**src/rtl/fft_spec_buf_ctrl_if.sv**
```systemverilog
// FFT spectrum buffer controller bus.
// Source stream, RAM write port and display handshake.
interface fft_spec_buf_ctrl_if #(
  parameter int ADDR_W = 7,
  parameter int DATA_W = 16
);
  logic              src_valid;
  logic              src_sop;
  logic              src_eop;
  logic [DATA_W-1:0] src_data;
  logic              wr_en;
  logic              wr_bank;
  logic [ADDR_W-1:0] wr_addr;
  logic [DATA_W-1:0] wr_data;
  logic              disp_frame_start;
  logic              rd_bank;
  logic              frame_avail;
  logic [7:0]        drop_cnt;
  logic [7:0]        err_cnt;

  modport master (
    output src_valid, src_sop, src_eop, src_data,
    output disp_frame_start,
    input  wr_en, wr_bank, wr_addr, wr_data,
    input  rd_bank, frame_avail, drop_cnt, err_cnt
  );

  modport slave (
    input  src_valid, src_sop, src_eop, src_data,
    input  disp_frame_start,
    output wr_en, wr_bank, wr_addr, wr_data,
    output rd_bank, frame_avail, drop_cnt, err_cnt
  );
endinterface

```
**src/rtl/fft_spec_buf_ctrl.sv**
```systemverilog
// Ping-pong bank controller: FFT frames into two RAM
// banks, completed banks handed to the LCD reader.
module fft_spec_buf_ctrl #(
  parameter int N_POINTS = 128,
  parameter int ADDR_W   = 7,
  parameter int DATA_W   = 16
) (
  input logic clk_50m,
  input logic rst,
  fft_spec_buf_ctrl_if.slave bus
);

  typedef enum logic [1:0] {
    B_FREE, B_FILLING, B_FULL, B_READING
  } bank_t;

  typedef enum logic {W_IDLE, W_FILL} wstate_t;

  localparam logic [ADDR_W-1:0] LAST =
    ADDR_W'(N_POINTS - 1);

  bank_t             bst_q [2];
  bank_t             bst_d [2];
  wstate_t           ws_q, ws_d;
  logic              cur_q, cur_d;
  logic [ADDR_W-1:0] idx_q, idx_d;
  logic              newest_q, newest_d;
  logic              rd_q, rd_d;
  logic              avail_q, avail_d;
  logic [7:0]        drop_q, err_q;

  logic              we_q, wbank_q;
  logic [ADDR_W-1:0] waddr_q;
  logic [DATA_W-1:0] wdata_q;

  logic              we;
  logic              wbank;
  logic [ADDR_W-1:0] waddr;
  logic              drop_inc, err_inc;
  logic              start, sel, take, have;

  // Reader update first, then writer on post-reader ownership
  always_comb begin
    bst_d    = bst_q;
    ws_d     = ws_q;
    cur_d    = cur_q;
    idx_d    = idx_q;
    newest_d = newest_q;
    rd_d     = rd_q;
    avail_d  = avail_q;
    we       = 1'b0;
    wbank    = cur_q;
    waddr    = '0;
    drop_inc = 1'b0;
    err_inc  = 1'b0;
    start    = 1'b0;
    sel      = 1'b0;
    take     = 1'b0;
    have     = 1'b0;

    if (bus.disp_frame_start) begin
      if (!avail_q) begin
        have = (bst_q[0] == B_FULL) ||
               (bst_q[1] == B_FULL);
        if (bst_q[0] == B_FULL &&
            bst_q[1] == B_FULL)
          take = newest_q;
        else
          take = (bst_q[1] == B_FULL);
        if (have) begin
          bst_d[take] = B_READING;
          rd_d        = take;
          avail_d     = 1'b1;
        end
      end else if (bst_q[~rd_q] == B_FULL) begin
        bst_d[rd_q]  = B_FREE;
        bst_d[~rd_q] = B_READING;
        rd_d         = ~rd_q;
      end
    end

    if (bus.src_valid) begin
      unique case (ws_q)
        W_IDLE: start = bus.src_sop;
        W_FILL: begin
          if (bus.src_sop) begin
            err_inc      = 1'b1;
            bst_d[cur_q] = B_FREE;
            start        = 1'b1;
          end else if (idx_q == LAST) begin
            if (bus.src_eop) begin
              we           = 1'b1;
              waddr        = idx_q;
              bst_d[cur_q] = B_FULL;
              newest_d     = cur_q;
            end else begin
              bst_d[cur_q] = B_FREE;
              err_inc      = 1'b1;
            end
            ws_d = W_IDLE;
          end else if (bus.src_eop) begin
            bst_d[cur_q] = B_FREE;
            err_inc      = 1'b1;
            ws_d         = W_IDLE;
          end else begin
            we    = 1'b1;
            waddr = idx_q;
            idx_d = idx_q + 1'b1;
          end
        end
        default: ws_d = W_IDLE;
      endcase

      if (start) begin
        if (avail_d)
          sel = ~rd_d;
        else if (bst_d[0] == B_FULL &&
                 bst_d[1] == B_FULL)
          sel = ~newest_d;
        else
          sel = (bst_d[0] == B_FULL);
        drop_inc   = (bst_d[sel] == B_FULL);
        bst_d[sel] = B_FILLING;
        cur_d      = sel;
        wbank      = sel;
        idx_d      = ADDR_W'(1);
        ws_d       = W_FILL;
        we         = 1'b1;
        waddr      = '0;
      end
    end
  end

  // Bank/FSM state, counters and registered write port
  always_ff @(posedge clk_50m) begin
    if (rst) begin
      bst_q[0] <= B_FREE;
      bst_q[1] <= B_FREE;
      ws_q     <= W_IDLE;
      cur_q    <= 1'b0;
      idx_q    <= '0;
      newest_q <= 1'b0;
      rd_q     <= 1'b0;
      avail_q  <= 1'b0;
      drop_q   <= '0;
      err_q    <= '0;
      we_q     <= 1'b0;
      wbank_q  <= 1'b0;
      waddr_q  <= '0;
      wdata_q  <= '0;
    end else begin
      bst_q    <= bst_d;
      ws_q     <= ws_d;
      cur_q    <= cur_d;
      idx_q    <= idx_d;
      newest_q <= newest_d;
      rd_q     <= rd_d;
      avail_q  <= avail_d;
      if (drop_inc && drop_q != 8'hFF)
        drop_q <= drop_q + 8'd1;
      if (err_inc && err_q != 8'hFF)
        err_q <= err_q + 8'd1;
      we_q <= we;
      if (we) begin
        wbank_q <= wbank;
        waddr_q <= waddr;
        wdata_q <= bus.src_data;
      end
    end
  end

  assign bus.wr_en       = we_q;
  assign bus.wr_bank     = wbank_q;
  assign bus.wr_addr     = waddr_q;
  assign bus.wr_data     = wdata_q;
  assign bus.rd_bank     = rd_q;
  assign bus.frame_avail = avail_q;
  assign bus.drop_cnt    = drop_q;
  assign bus.err_cnt     = err_q;

endmodule

```
**src/flat_wrapper.sv**
```systemverilog
// flat-port wrapper written by rule: the top's interface ports become plain ports
module fft_spec_buf_ctrl_flat 
#(
  parameter int N_POINTS = 128,
  parameter int ADDR_W   = 7,
  parameter int DATA_W   = 16
)
  (clk_50m, rst, bus_src_valid, bus_src_sop, bus_src_eop, bus_src_data, bus_disp_frame_start, bus_wr_en, bus_wr_bank, bus_wr_addr, bus_wr_data, bus_rd_bank, bus_frame_avail, bus_drop_cnt, bus_err_cnt);
  fft_spec_buf_ctrl_if #(.ADDR_W(ADDR_W), .DATA_W(DATA_W)) bus_i ();
  input logic clk_50m;
  input logic rst;
  input wire logic [$bits(bus_i.src_valid)-1:0] bus_src_valid;
  input wire logic [$bits(bus_i.src_sop)-1:0] bus_src_sop;
  input wire logic [$bits(bus_i.src_eop)-1:0] bus_src_eop;
  input wire logic [$bits(bus_i.src_data)-1:0] bus_src_data;
  input wire logic [$bits(bus_i.disp_frame_start)-1:0] bus_disp_frame_start;
  output wire logic [$bits(bus_i.wr_en)-1:0] bus_wr_en;
  output wire logic [$bits(bus_i.wr_bank)-1:0] bus_wr_bank;
  output wire logic [$bits(bus_i.wr_addr)-1:0] bus_wr_addr;
  output wire logic [$bits(bus_i.wr_data)-1:0] bus_wr_data;
  output wire logic [$bits(bus_i.rd_bank)-1:0] bus_rd_bank;
  output wire logic [$bits(bus_i.frame_avail)-1:0] bus_frame_avail;
  output wire logic [$bits(bus_i.drop_cnt)-1:0] bus_drop_cnt;
  output wire logic [$bits(bus_i.err_cnt)-1:0] bus_err_cnt;
  assign bus_i.src_valid = bus_src_valid;
  assign bus_i.src_sop = bus_src_sop;
  assign bus_i.src_eop = bus_src_eop;
  assign bus_i.src_data = bus_src_data;
  assign bus_i.disp_frame_start = bus_disp_frame_start;
  assign bus_wr_en = bus_i.wr_en;
  assign bus_wr_bank = bus_i.wr_bank;
  assign bus_wr_addr = bus_i.wr_addr;
  assign bus_wr_data = bus_i.wr_data;
  assign bus_rd_bank = bus_i.rd_bank;
  assign bus_frame_avail = bus_i.frame_avail;
  assign bus_drop_cnt = bus_i.drop_cnt;
  assign bus_err_cnt = bus_i.err_cnt;
  fft_spec_buf_ctrl #(.N_POINTS(N_POINTS), .ADDR_W(ADDR_W), .DATA_W(DATA_W)) u_core (.clk_50m(clk_50m), .rst(rst), .bus(bus_i));
endmodule
```
**config.mk**
```make
export PLATFORM = sky130hd
export DESIGN_NAME = fft_spec_buf_ctrl_flat
export DESIGN_NICKNAME = d
export VERILOG_FILES = /design/src/rtl/fft_spec_buf_ctrl_if.sv /design/src/rtl/fft_spec_buf_ctrl.sv /design/src/flat_wrapper.sv
export SDC_FILE = /design/constraint.sdc
export NUM_CORES = 1
export LEC_CHECK = 0
export ABC_AREA = 1
export ABC_CLOCK_PERIOD_IN_PS = 2100
export BUFFER_PORTS_ARGS = -buffer_cell sky130_fd_sc_hd__buf_2
export CORE_MARGIN = 2
export CORE_UTILIZATION = 48
export DETAILED_ROUTE_END_ITERATION = 10
export PLACE_DENSITY = 0.82
export SLEW_MARGIN = 20
export SYNTH_ARGS = -nofsm -noshare
export SYNTH_HDL_FRONTEND = slang
export SYNTH_SLANG_ARGS = --single-unit
```
**constraint.sdc**
```tcl
create_clock -name clk_50m -period 2.1 [get_ports clk_50m]
set_clock_uncertainty 0.1 [all_clocks]
set_input_delay 0.21 -clock clk_50m [delete_from_list [all_inputs] [get_ports clk_50m]]
set_output_delay 0.21 -clock clk_50m [all_outputs]
set_load 0.01 [all_outputs]
```
==> summary.txt, run 1 <==
Run status
  • Status: finished, violations left
  • Failing checks: setup timing

Worst setup path
  • Arr. time, crit path: 2.24 ns
  • Setup Crit Path Kind: reg2reg
  • Reg2reg end: u_core.bus.drop_cnt[6]
  • Reg2Reg Depth: 15
  • Slowest stage cell, crit path: dfxtp_4
  • FF-to-FF Start: u_core.idx_q[0]
  • Setup crit end kind: flip-flop
  • CP max FO: 7
  • Critical Path Start Type: flip-flop
  • Cells along the critical path: ha_4 -> nand2_4 -> buf_12 -> nor3_4 -> nand4_1 -> nand2_1 -> nand2_2 -> nor2_4 -> nand2_4 -> nand2_4 -> nand2_4 -> nand2_4 -> nand2_4 -> nand2_1 -> a21oi_1
  • Setup slack, reg-to-reg: -0.02 ns
  • Max incr delay on CP: 0.36 ns
  • Worst EP required: 2.22 ns
  • Cell mode on critical path: nand2_4

GRT
  • Vias in the first global route: 2770
  • GRT Util Overall: 0.233
  • Initial antenna violation count: 0
  • Largest net degree at the start of global routing: 27
  • Remaining Overflow, GRT: 0
  • First-pass GRT wire length: 11500 um

Routing
  • WL/cell: 13.2 um
  • Drt first pass iters: 4
  • Post-route ant nets: 0
  • Vias per cell: 5.17
  • Vias: 2870
  • DRT iter0 DRCs: 209
  • DRC viols: 0
  • Total wire length: 7320 um

Synthesis
  • Cell Area, Synth: 2670 sq um
  • Synth Warn #: 0
  • Sequential-to-total area share from yosys stat: 0.428
  • Number of synthesized flops with an enable pin: 0
  • Post-synthesis instance total: 375
  • Cell taking the most area after synthesis: dfxtp_1
  • Syn nets: 401
  • Dominant synthesized flop cell: dfxtp_1
  • Async SR Flop Fraction: 0
  • Cell with the most instances after synthesis: nand2_1
  • Post-synth top cells: nand2_1, dfxtp_1, nor2_1
  • #FFs+latches synth: 57
  • Syn_area_per_cell: 7.12 sq um
  • Synth top area cells: dfxtp_1, nand2_1, nor2_1
  • Post-synthesis cell type count: 36
  • Synth top area share: 0.428

STA
  • Unrepaired setup endpoints after global routing: yes
  • Slew @ Worst Pin: 0.545 ns
  • F_max: 471 MHz
  • Slew Limit Fails: 0
  • Final setup vio count: 7
  • Fin Setup TNS: -0.0798 ns
  • Final Hold Viols: 0
  • Final period util: 1.01
  • Rel. slew slack: 0.635
  • Final WS setup: -0.0224 ns
  • Final hold slack: 0.00769 ns
  • Fin crit period: 2.12 ns

Floorplan
  • Initial core utilization: 0.491
  • Rows: 27
  • Die X: 78.6 um
  • CORE AREA: 5440 sq um
  • DIE AREA: 6170 sq um
  • Io pins: 65
  • Die H: 78.6 um

Min path
  • Worst Hold Class: in2reg
  • Hold path cells: 3
  • Hold path start: bus_src_data[3]
  • WHS Endpoint: u_core.bus.wr_data[3]

Pwr
  • Logic pwr share: 0.096
  • Pint: 1.81 mW
  • VDD IR-drop max: 0.503 mV
  • Flop pwr share: 0.474
  • Net Sw Power: 579 uW
  • Switch share: 0.242
  • Leak: 1.80 nW
  • Clock power share: 0.430
  • Pwr dens: 647 nW/um^2

Placed design
  • IO buf count: 64
  • Dpl ws: -0.0769 ns
  • Routability cong.: 0.871
  • Post-DP HPWL: 4730 um

CTS
  • Worst-Skew Late Latency: 0.35 ns
  • H-tree depth: 3
  • Clk buf depth: 2
  • CTS sink cnt: 57
  • Clk slew on worst S/H paths: 0.06 ns
  • TritonCTS Buffers: 9
  • CTS tree: yes
  • Root Driver: clkbuf_8

Cells and area
  • N_diodes: 0
  • Fillers: 418
  • Net count of the finished layout: 505
  • Core Util, Final: 0.680
  • Area grow syn2layout: 38.6%
  • Share of cells above drive strength 1: 0.294

Flow run
  • Max-Cap Viols: 0
[per-stage QoR]
| step | cells | instance area [sq um] | power (mW) |
|---|---|---|---|
| 6_report | 555 | 3700 | 2.39 |
| 5_1_grt | 555 | 3700 | 2.47 |
| 4_1_cts | 553 | 3620 | 2.39 |
| 3_5_place_dp | 522 | 3220 | 1.35 |
| 3_3_place_gp | 522 | 3220 | 1.35 |
| 2_1_floorplan | 375 | 2690 | 1.26 |
[kinds of logic after synthesis]
| group | Yosys count | share of synthesized area |
|---|---|---|
| compound gates | 77 | 0.155 |
| buf+inv | 49 | 0.0694 |
| fa+ha+maj | 4 | 0.0188 |
| simple gates | 182 | 0.309 |
| xor+xnor | 6 | 0.0197 |
| flops | 57 | 0.428 |
[cell usage in the layout, fill, tap and decap left out, types with 6 or more instances in the layout]
| cell | count |
|---|---|
| clkbuf_8 | 11 |
| buf_2 | 64 |
| nand3_1 | 25 |
| o21ai_0 | 30 |
| dlygate4sd3_1 | 13 |
| a21oi_1 | 29 |
| nand2_2 | 7 |
| buf_4 | 23 |
| dfxtp_1 | 55 |
| inv_1 | 38 |
| nor3_1 | 6 |
| nand2_1 | 64 |
| nand2_4 | 7 |
| nor2_1 | 55 |
[what timing repair did]
| action | CTS | global route |
|---|---|---|
| cloned | 1 | 0 |
| pin swaps | 6 | 8 |
| gates resized for setup | 9 | 22 |
| hold buffers | 13 | 0 |
| endpoints found under the setup margin | 11 | 16 |
| buffers inserted | 2 | 2 |
| endpoints found under the hold margin | 13 | 0 |
[area by class of cell]
cell class                      instances  area (sq um)  area share
Clock buffer                           12           155      0.0419
Clock inverter                          3          40.0      0.0108
Inverter                               40           151      0.0409
Multi-Input combinational cell        270          1470       0.398
Sequential cell                        57          1150       0.310
Tap cell                               72          90.1      0.0243
Timing Repair Buffer                  101           643       0.174
[registers in the layout (all words and copies together), names as in the netlist]
register and count:
u_core.bus.wr_addr 7, u_core.ws_q 1, u_core.bus.err_cnt 8, u_core.bus.frame_avail 1
u_core.bus.wr_en 1, u_core.bus.drop_cnt 8, u_core.bst_q 4, u_core.cur_q 1
u_core.newest_q 1, u_core.bus.wr_data 16, u_core.idx_q 7, u_core.bus.rd_bank 1
u_core.bus.wr_bank 1
[worst max-delay path by stage]
stage                    start                     end  slack, ns  cells after the start
2_1_floorplan  u_core.idx_q[0]      u_core.bus.wr_bank      -0.01                     10
3_3_place_gp   u_core.idx_q[0]   u_core.bus.err_cnt[7]     -0.007                     12
3_5_place_dp   u_core.idx_q[0]   u_core.bus.err_cnt[4]      -0.08                     12
4_1_cts        u_core.idx_q[0]  u_core.bus.drop_cnt[6]       0.02                     15
5_1_grt        u_core.idx_q[0]  u_core.bus.drop_cnt[2]      -0.12                     15
6_report       u_core.idx_q[0]  u_core.bus.drop_cnt[6]      -0.02                     15
[routing by layer]
metal,vias up,GRT usage,wire [um]
met5,-,0,0
met4,0,0.116,133
met3,16,0.0460,426
met2,96,0.412,3620
met1,1317,0.266,3130
li1,1441,-,-
[power groups by stage]
| stage | logic (mW) | clock network (mW) | registers [mW] |
|---|---|---|---|
| final | 0.230 | 1.03 | 1.13 |
| after detailed placement | 0.197 | 0 | 1.15 |
| after global placement | 0.194 | 0 | 1.15 |
| after floorplan | 0.0967 | 0 | 1.17 |
| after global routing | 0.253 | 1.09 | 1.14 |
| after CTS | 0.220 | 1.04 | 1.13 |
[worst max-delay path, delay by kind of cell, from the launching register on]
| family | cells | cell delay [ns] |
|---|---|---|
| flops | 1 | 0.36 |
| compound gates | 1 | 0.06 |
| simple gates | 12 | 1.19 |
| fa+ha+maj | 1 | 0.15 |
| buf+inv | 1 | 0.13 |
(Power assumes the default switching activity.)
==> run 2, diff against run 1 <==
--- a/config.mk
+++ b/config.mk
@@ -6,12 +6,12 @@
 export NUM_CORES = 1
 export LEC_CHECK = 0
 export ABC_AREA = 1
-export ABC_CLOCK_PERIOD_IN_PS = 2100
+export ABC_CLOCK_PERIOD_IN_PS = 2050
 export BUFFER_PORTS_ARGS = -buffer_cell sky130_fd_sc_hd__buf_2
 export CORE_MARGIN = 2
-export CORE_UTILIZATION = 48
+export CORE_UTILIZATION = 50
 export DETAILED_ROUTE_END_ITERATION = 10
-export PLACE_DENSITY = 0.82
+export PLACE_DENSITY = 0.81
 export SLEW_MARGIN = 20
 export SYNTH_ARGS = -nofsm -noshare
 export SYNTH_HDL_FRONTEND = slang
==> constraint.sdc (replaced) <==
create_clock -name clk_50m -period 2.05 [get_ports clk_50m]
set_clock_uncertainty 0.1 [all_clocks]
set_input_delay 0.205 -clock clk_50m [delete_from_list [all_inputs] [get_ports clk_50m]]
set_output_delay 0.205 -clock clk_50m [all_outputs]
set_load 0.01 [all_outputs]
==> summary.txt, run 2 (same netlist as run 1, synthesis figures left out) <==
GRT
  • Vias in the first global route: 2694
  • Initial antenna violation count: 0
  • Remaining Overflow, GRT: 0
  • First-pass GRT wire length: 11300 um
  • GRT Util Overall: 0.236
  • Largest net degree at the start of global routing: 27

Pwr
  • VDD IR-drop max: 0.551 mV
  • Pwr dens: 624 nW/um^2
  • Leak: 1.74 nW

Cells and area
  • Fin area: 3710 sq um
  • N_diodes: 0
  • Final non-filler cell total: 548
  • Share of cells above drive strength 1: 0.312
  • Net count of the finished layout: 499
  • Max reg flops: 16
  • Most common cell after layout, fill and taps aside: buf_2
  • Fillers: 387
  • Area grow syn2layout: 39.1%
  • Most frequent cells in the layout: buf_2, nand2_1, nor2_1, dfxtp_1, inv_1

STA
  • Final WS setup: -0.0133 ns
  • F_max: 485 MHz
  • Final period util: 1.01
  • Slew @ Worst Pin: 0.668 ns
  • Final Hold Viols: 0
  • Rel. slew slack: 0.553
  • Final setup vio count: 6
  • Fin crit period: 2.06 ns
  • Unrepaired setup endpoints after global routing: yes
  • Slew Limit Fails: 0

Worst setup path
  • CP bufs+invs: 0
  • Cells along the critical path: ha_4 -> nand2_4 -> nor2_4 -> nand2_4 -> nand3_2 -> nand2_2 -> nand2_2 -> nand2_2 -> nand2_4 -> nor2_4 -> nand2_4 -> nand2_4 -> nand2_4 -> nand2_2 -> nand3_1 -> nand2_1 -> nor2_1
  • Critical Path Start Type: flip-flop
  • Worst EP required: 2.17 ns
  • CP max FO: 5
  • Slowest stage cell, crit path: dfxtp_4
  • Setup crit end kind: flip-flop
  • Crit path max-delay family: simple AND/OR/NAND/NOR gates
  • Setup Crit Path Kind: reg2reg
  • Cell mode on critical path: nand2_4
  • Max incr delay on CP: 0.36 ns
  • Arr. time, crit path: 2.19 ns

CTS
  • Worst-Skew Late Latency: 0.33 ns
  • Root Driver: clkbuf_8
  • CTS tree: yes
  • TritonCTS Buffers: 9
  • H-tree depth: 3
  • CTS sink cnt: 57
  • Clk buf depth: 2
  • Clk slew on worst S/H paths: 0.06 ns

Run status
  • Failing checks: setup timing
  • Status: finished, violations left

Routing
  • DRC viols: 0
  • Drt first pass iters: 5
  • Total wire length: 7170 um
  • WL/cell: 13.1 um
  • Vias per cell: 5.23
  • DRT iter0 DRCs: 201
  • Vias: 2866
  • Post-route ant nets: 0

Placed design
  • Post-DP HPWL: 4610 um
  • Placement Cell Area: 3200 sq um
  • Placed cells: 515
  • Routability cong.: 0.899
  • IO buf count: 64

Flow run
  • Max-Cap Viols: 0

Floorplan
  • DIE AREA: 5940 sq um
  • Rows: 26
  • Die H: 77.1 um
  • Io pins: 65
  • Initial core utilization: 0.519
  • CORE AREA: 5140 sq um
  • Die X: 77.1 um

Min path
  • Worst Hold Class: in2reg
==> run 2: path summary, 6_finish.rpt <==
check	from	end	slack [ns]	cells after the start
hold / removal	bus_src_data[2]	u_core.bus.wr_data[2]	0.004	3
setup reg to reg	u_core.idx_q[1]	u_core.bus.drop_cnt[0]	-0.01	17
hold reg to reg	u_core.bus.wr_addr[3]	u_core.bus.wr_addr[3]	0.36	2
setup / recovery	u_core.idx_q[1]	u_core.bus.drop_cnt[0]	-0.01	17
==> run 2: stage by stage <==
step	hold slack, ns	utilization	worst slack [ns]	setup TNS (ns)	total power [mW]
after floorplan	0.240	-	0.0299	0	1.30
after global placement	0.325	0.622	-0.00263	-0.00263	1.38
after detailed placement	0.332	0.622	-0.0980	-0.404	1.38
after CTS	0.00578	0.690	-0.0120	-0.0120	2.31
after global routing	0.0329	0.722	-0.171	-2.08	2.41
final	0.00393	0.722	-0.0133	-0.0544	2.32
==> run 2: tightest hold or removal path, cell delays in order <==
cell and delay, ns:
buf_2 0.07, nor2_1 0.04, nor2_1 0.08
==> run 2: report_power, final <==
group | switching [mW] | internal, mW
clock | 0.417 | 0.503
combinational | 0.137 | 0.0981
sequential | 0.0180 | 1.14
total | 0.572 | 1.74
==> run 2: timing repair <==
action | CTS | global route
hold buffers | 14 | 0
resized for setup | 8 | 41
endpoints found under the hold margin | 14 | 0
endpoints found under the setup margin | 12 | 26
pin swaps | 4 | 11
setup buffers | 1 | 1
gates cloned | 0 | 1
==> run 2: cell type report <==
cell class              instances  area [sq um]  share of cell area
multi-input cells             270          1550               0.417
inverters                      40           153              0.0411
flip-flops and latches         57          1150               0.309
clock inverters                 2          12.5             0.00337
repair buffers                 95           601               0.162
well taps                      70          87.6              0.0236
clock buffers                  14           163              0.0438
==> run 2: per-layer routing <==
layer	routed length [um]	track usage
met4	153	0.113
met2	3490	0.407
met3	506	0.0671
met5	0	0
met1	3020	0.269
==> run 3, diff against run 2 <==
--- a/config.mk
+++ b/config.mk
@@ -8,10 +8,12 @@
 export ABC_AREA = 1
 export ABC_CLOCK_PERIOD_IN_PS = 2050
 export BUFFER_PORTS_ARGS = -buffer_cell sky130_fd_sc_hd__buf_2
+export CELL_PAD_IN_SITES_DETAIL_PLACEMENT = 1
+export CELL_PAD_IN_SITES_GLOBAL_PLACEMENT = 2
 export CORE_MARGIN = 2
-export CORE_UTILIZATION = 50
+export CORE_UTILIZATION = 29
 export DETAILED_ROUTE_END_ITERATION = 10
-export PLACE_DENSITY = 0.81
+export PLACE_DENSITY = 0.85
 export SLEW_MARGIN = 20
 export SYNTH_ARGS = -nofsm -noshare
 export SYNTH_HDL_FRONTEND = slang
==> summary.txt, run 3 (same netlist as run 1, synthesis figures left out) <==
Routing
  • Total wire length: 8950 um
  • Drt first pass iters: 4
  • Post-route ant nets: 0
  • Vias per cell: 4.86
  • WL/cell: 14.8 um
  • Vias: 2939
  • DRC viols: 0
  • DRT iter0 DRCs: 106

Worst setup path
  • Max incr delay on CP: 0.36 ns
  • Worst EP required: 2.17 ns
  • Setup crit end kind: flip-flop
  • Slowest stage cell, crit path: dfxtp_4
  • Crit path max-delay family: simple AND/OR/NAND/NOR gates
  • CP bufs+invs: 0
  • Cells along the critical path: ha_4 -> nand2_4 -> nor2_4 -> nand2_4 -> nand3_2 -> nand2_2 -> nand2_2 -> nand2_2 -> nand2_4 -> nor2_4 -> nand2_4 -> nand2_4 -> nand2_8 -> nand2_8 -> nand2_8 -> nand2_2 -> a21oi_2
  • Reg2Reg Depth: 17
  • Critical Path Start Type: flip-flop
  • Setup slack, reg-to-reg: -0.08 ns
  • Setup Crit Path Kind: reg2reg
  • Cell mode on critical path: nand2_4
  • Arr. time, crit path: 2.25 ns
  • CP max FO: 7
  • Reg2reg end: u_core.bus.drop_cnt[3]
  • FF-to-FF Start: u_core.idx_q[1]

Floorplan
  • DIE AREA: 9990 sq um
  • Die H: 99.9 um
  • Rows: 35
  • Die X: 99.9 um
  • Initial core utilization: 0.294
  • Io pins: 65
  • CORE AREA: 9060 sq um

CTS
  • Worst-Skew Late Latency: 0.34 ns
  • Clk buf depth: 2
  • TritonCTS Buffers: 9
  • CTS sink cnt: 57
  • Clk slew on worst S/H paths: 0.07 ns
  • Root Driver: clkbuf_8
  • H-tree depth: 3
  • CTS tree: yes

GRT
  • Vias in the first global route: 3055
  • First-pass GRT wire length: 14200 um
  • Largest net degree at the start of global routing: 27
  • GRT Util Overall: 0.177
  • Remaining Overflow, GRT: 0
  • Initial antenna violation count: 0

Min path
  • Hold path cells: 3
  • Hold path start: bus_src_data[0]
  • Worst Hold Class: in2reg
  • WHS Endpoint: u_core.bus.wr_data[0]

Placed design
  • Placement Cell Area: 3300 sq um
  • IO buf count: 64
  • Post-DP HPWL: 6030 um
  • Routability cong.: 0.825

STA
  • Fin Setup TNS: -0.353 ns
  • F_max: 469 MHz
  • Final period util: 1.04
  • Final setup vio count: 8
  • Fin crit period: 2.13 ns
  • Final WS setup: -0.0814 ns
  • Rel. slew slack: 0.528
  • Unrepaired setup endpoints after global routing: yes
  • Slew @ Worst Pin: 0.706 ns
  • Slew Limit Fails: 0
  • Final Hold Viols: 0

Cells and area
  • Area grow syn2layout: 49.5%
  • Most common cell after layout, fill and taps aside: buf_2
  • Core Util, Final: 0.440
  • Net count of the finished layout: 515
  • Max reg flops: 16
  • N_diodes: 0
  • Most frequent cells in the layout: buf_2, dfxtp_1, nand2_1, nor2_1, inv_1
  • Fillers: 1112
  • Fin area: 3990 sq um
  • Share of cells above drive strength 1: 0.368

Run status
  • Failing checks: setup timing
  • Status: finished, violations left

Pwr
  • VDD IR-drop max: 0.478 mV
  • Pwr dens: 650 nW/um^2
  • Leak: 1.83 nW

Flow run
  • Max-Cap Viols: 0
-- run 3: cell types whose count changed in the layout (fill, tap and decap cells not counted), moves of 3 or more --
cell / before / now
buf_4: 16 / 27
nor2_2: 1 / 6
o21ai_0: 32 / 26
nand2_1: 56 / 53
a21oi_1: 27 / 24
buf_6: 0 / 6
a21oi_2: 5 / 8
o21ai_2: 1 / 4
nor2_1: 56 / 51
o21ai_1: 1 / 4
-- run 3: layout make-up --
type / instances / area [sq um] / share of cell area
Clock buffer: 10 / 128 / 0.0320
Clock inverter: 6 / 82.6 / 0.0207
Inverter: 40 / 155 / 0.0389
Multi-Input combinational cell: 270 / 1610 / 0.403
Sequential cell: 57 / 1150 / 0.288
Tap cell: 111 / 139 / 0.0348
Timing Repair Buffer: 111 / 731 / 0.183
-- run 3: worst max path at each step --
| stage | from | endpoint | slack (ns) | cells after the start |
|---|---|---|---|---|
| 2_1_floorplan | u_core.idx_q[0] | u_core.bus.err_cnt[7] | 0.03 | 12 |
| 3_3_place_gp | u_core.idx_q[0] | u_core.bus.err_cnt[7] | -0.07 | 12 |
| 3_5_place_dp | u_core.idx_q[1] | u_core.bus.err_cnt[7] | -0.20 | 12 |
| 4_1_cts | u_core.idx_q[0] | u_core.bus.err_cnt[7] | -0.05 | 13 |
| 5_1_grt | u_core.idx_q[1] | u_core.bus.drop_cnt[3] | -0.21 | 17 |
| 6_report | u_core.idx_q[1] | u_core.bus.drop_cnt[3] | -0.08 | 17 |
-- run 3: where the power goes --
part / total (mW) / switching, mW / leakage, nW / internal, mW
registers: 1.16 / 0.0196 / 0.465 / 1.14
logic: 0.265 / 0.154 / 1.26 / 0.111
clock network: 1.17 / 0.489 / 0.106 / 0.678
total: 2.59 / 0.663 / 1.83 / 1.93
-- run 3: through the flow --
stage	total power [mW]	hold slack, ns	setup WS, ns	cells
finish	2.59	0.0303	-0.0814	605
global route	2.69	0.0175	-0.214	605
CTS	2.59	0.000836	-0.0540	600
detailed placement	1.40	0.336	-0.199	564
global placement	1.40	0.327	-0.0738	564
floorplan	1.30	0.240	0.0299	375
-- run 3: timing repair --
action,CTS,global route
buffers inserted,5,5
hold buffers,14,0
hold endpoints to repair,14,0
setup endpoints to repair,34,43
cloned,1,0
pin swaps,10,21
gates resized for setup,23,57
-- run 3: worst reg2reg max path: cells and delay by family, from the launching register on --
kind / cells / cell delay [ns]
AND/OR/NAND/NOR: 15 / 1.34
flip-flops: 1 / 0.36
AO/OA/AOI/OAI: 1 / 0.06
adder cells (fa/ha/maj): 1 / 0.17
-- run 3: per-layer routing --
| metal | up-vias | global-route usage | part of all wire |
|---|---|---|---|
| met4 | 0 | 0.0674 | 0.019 |
| met3 | 16 | 0.0446 | 0.047 |
| met5 | - | 0 | 0 |
| met1 | 1401 | 0.219 | 0.45 |
| li1 | 1455 | - | - |
| met2 | 67 | 0.298 | 0.49 |
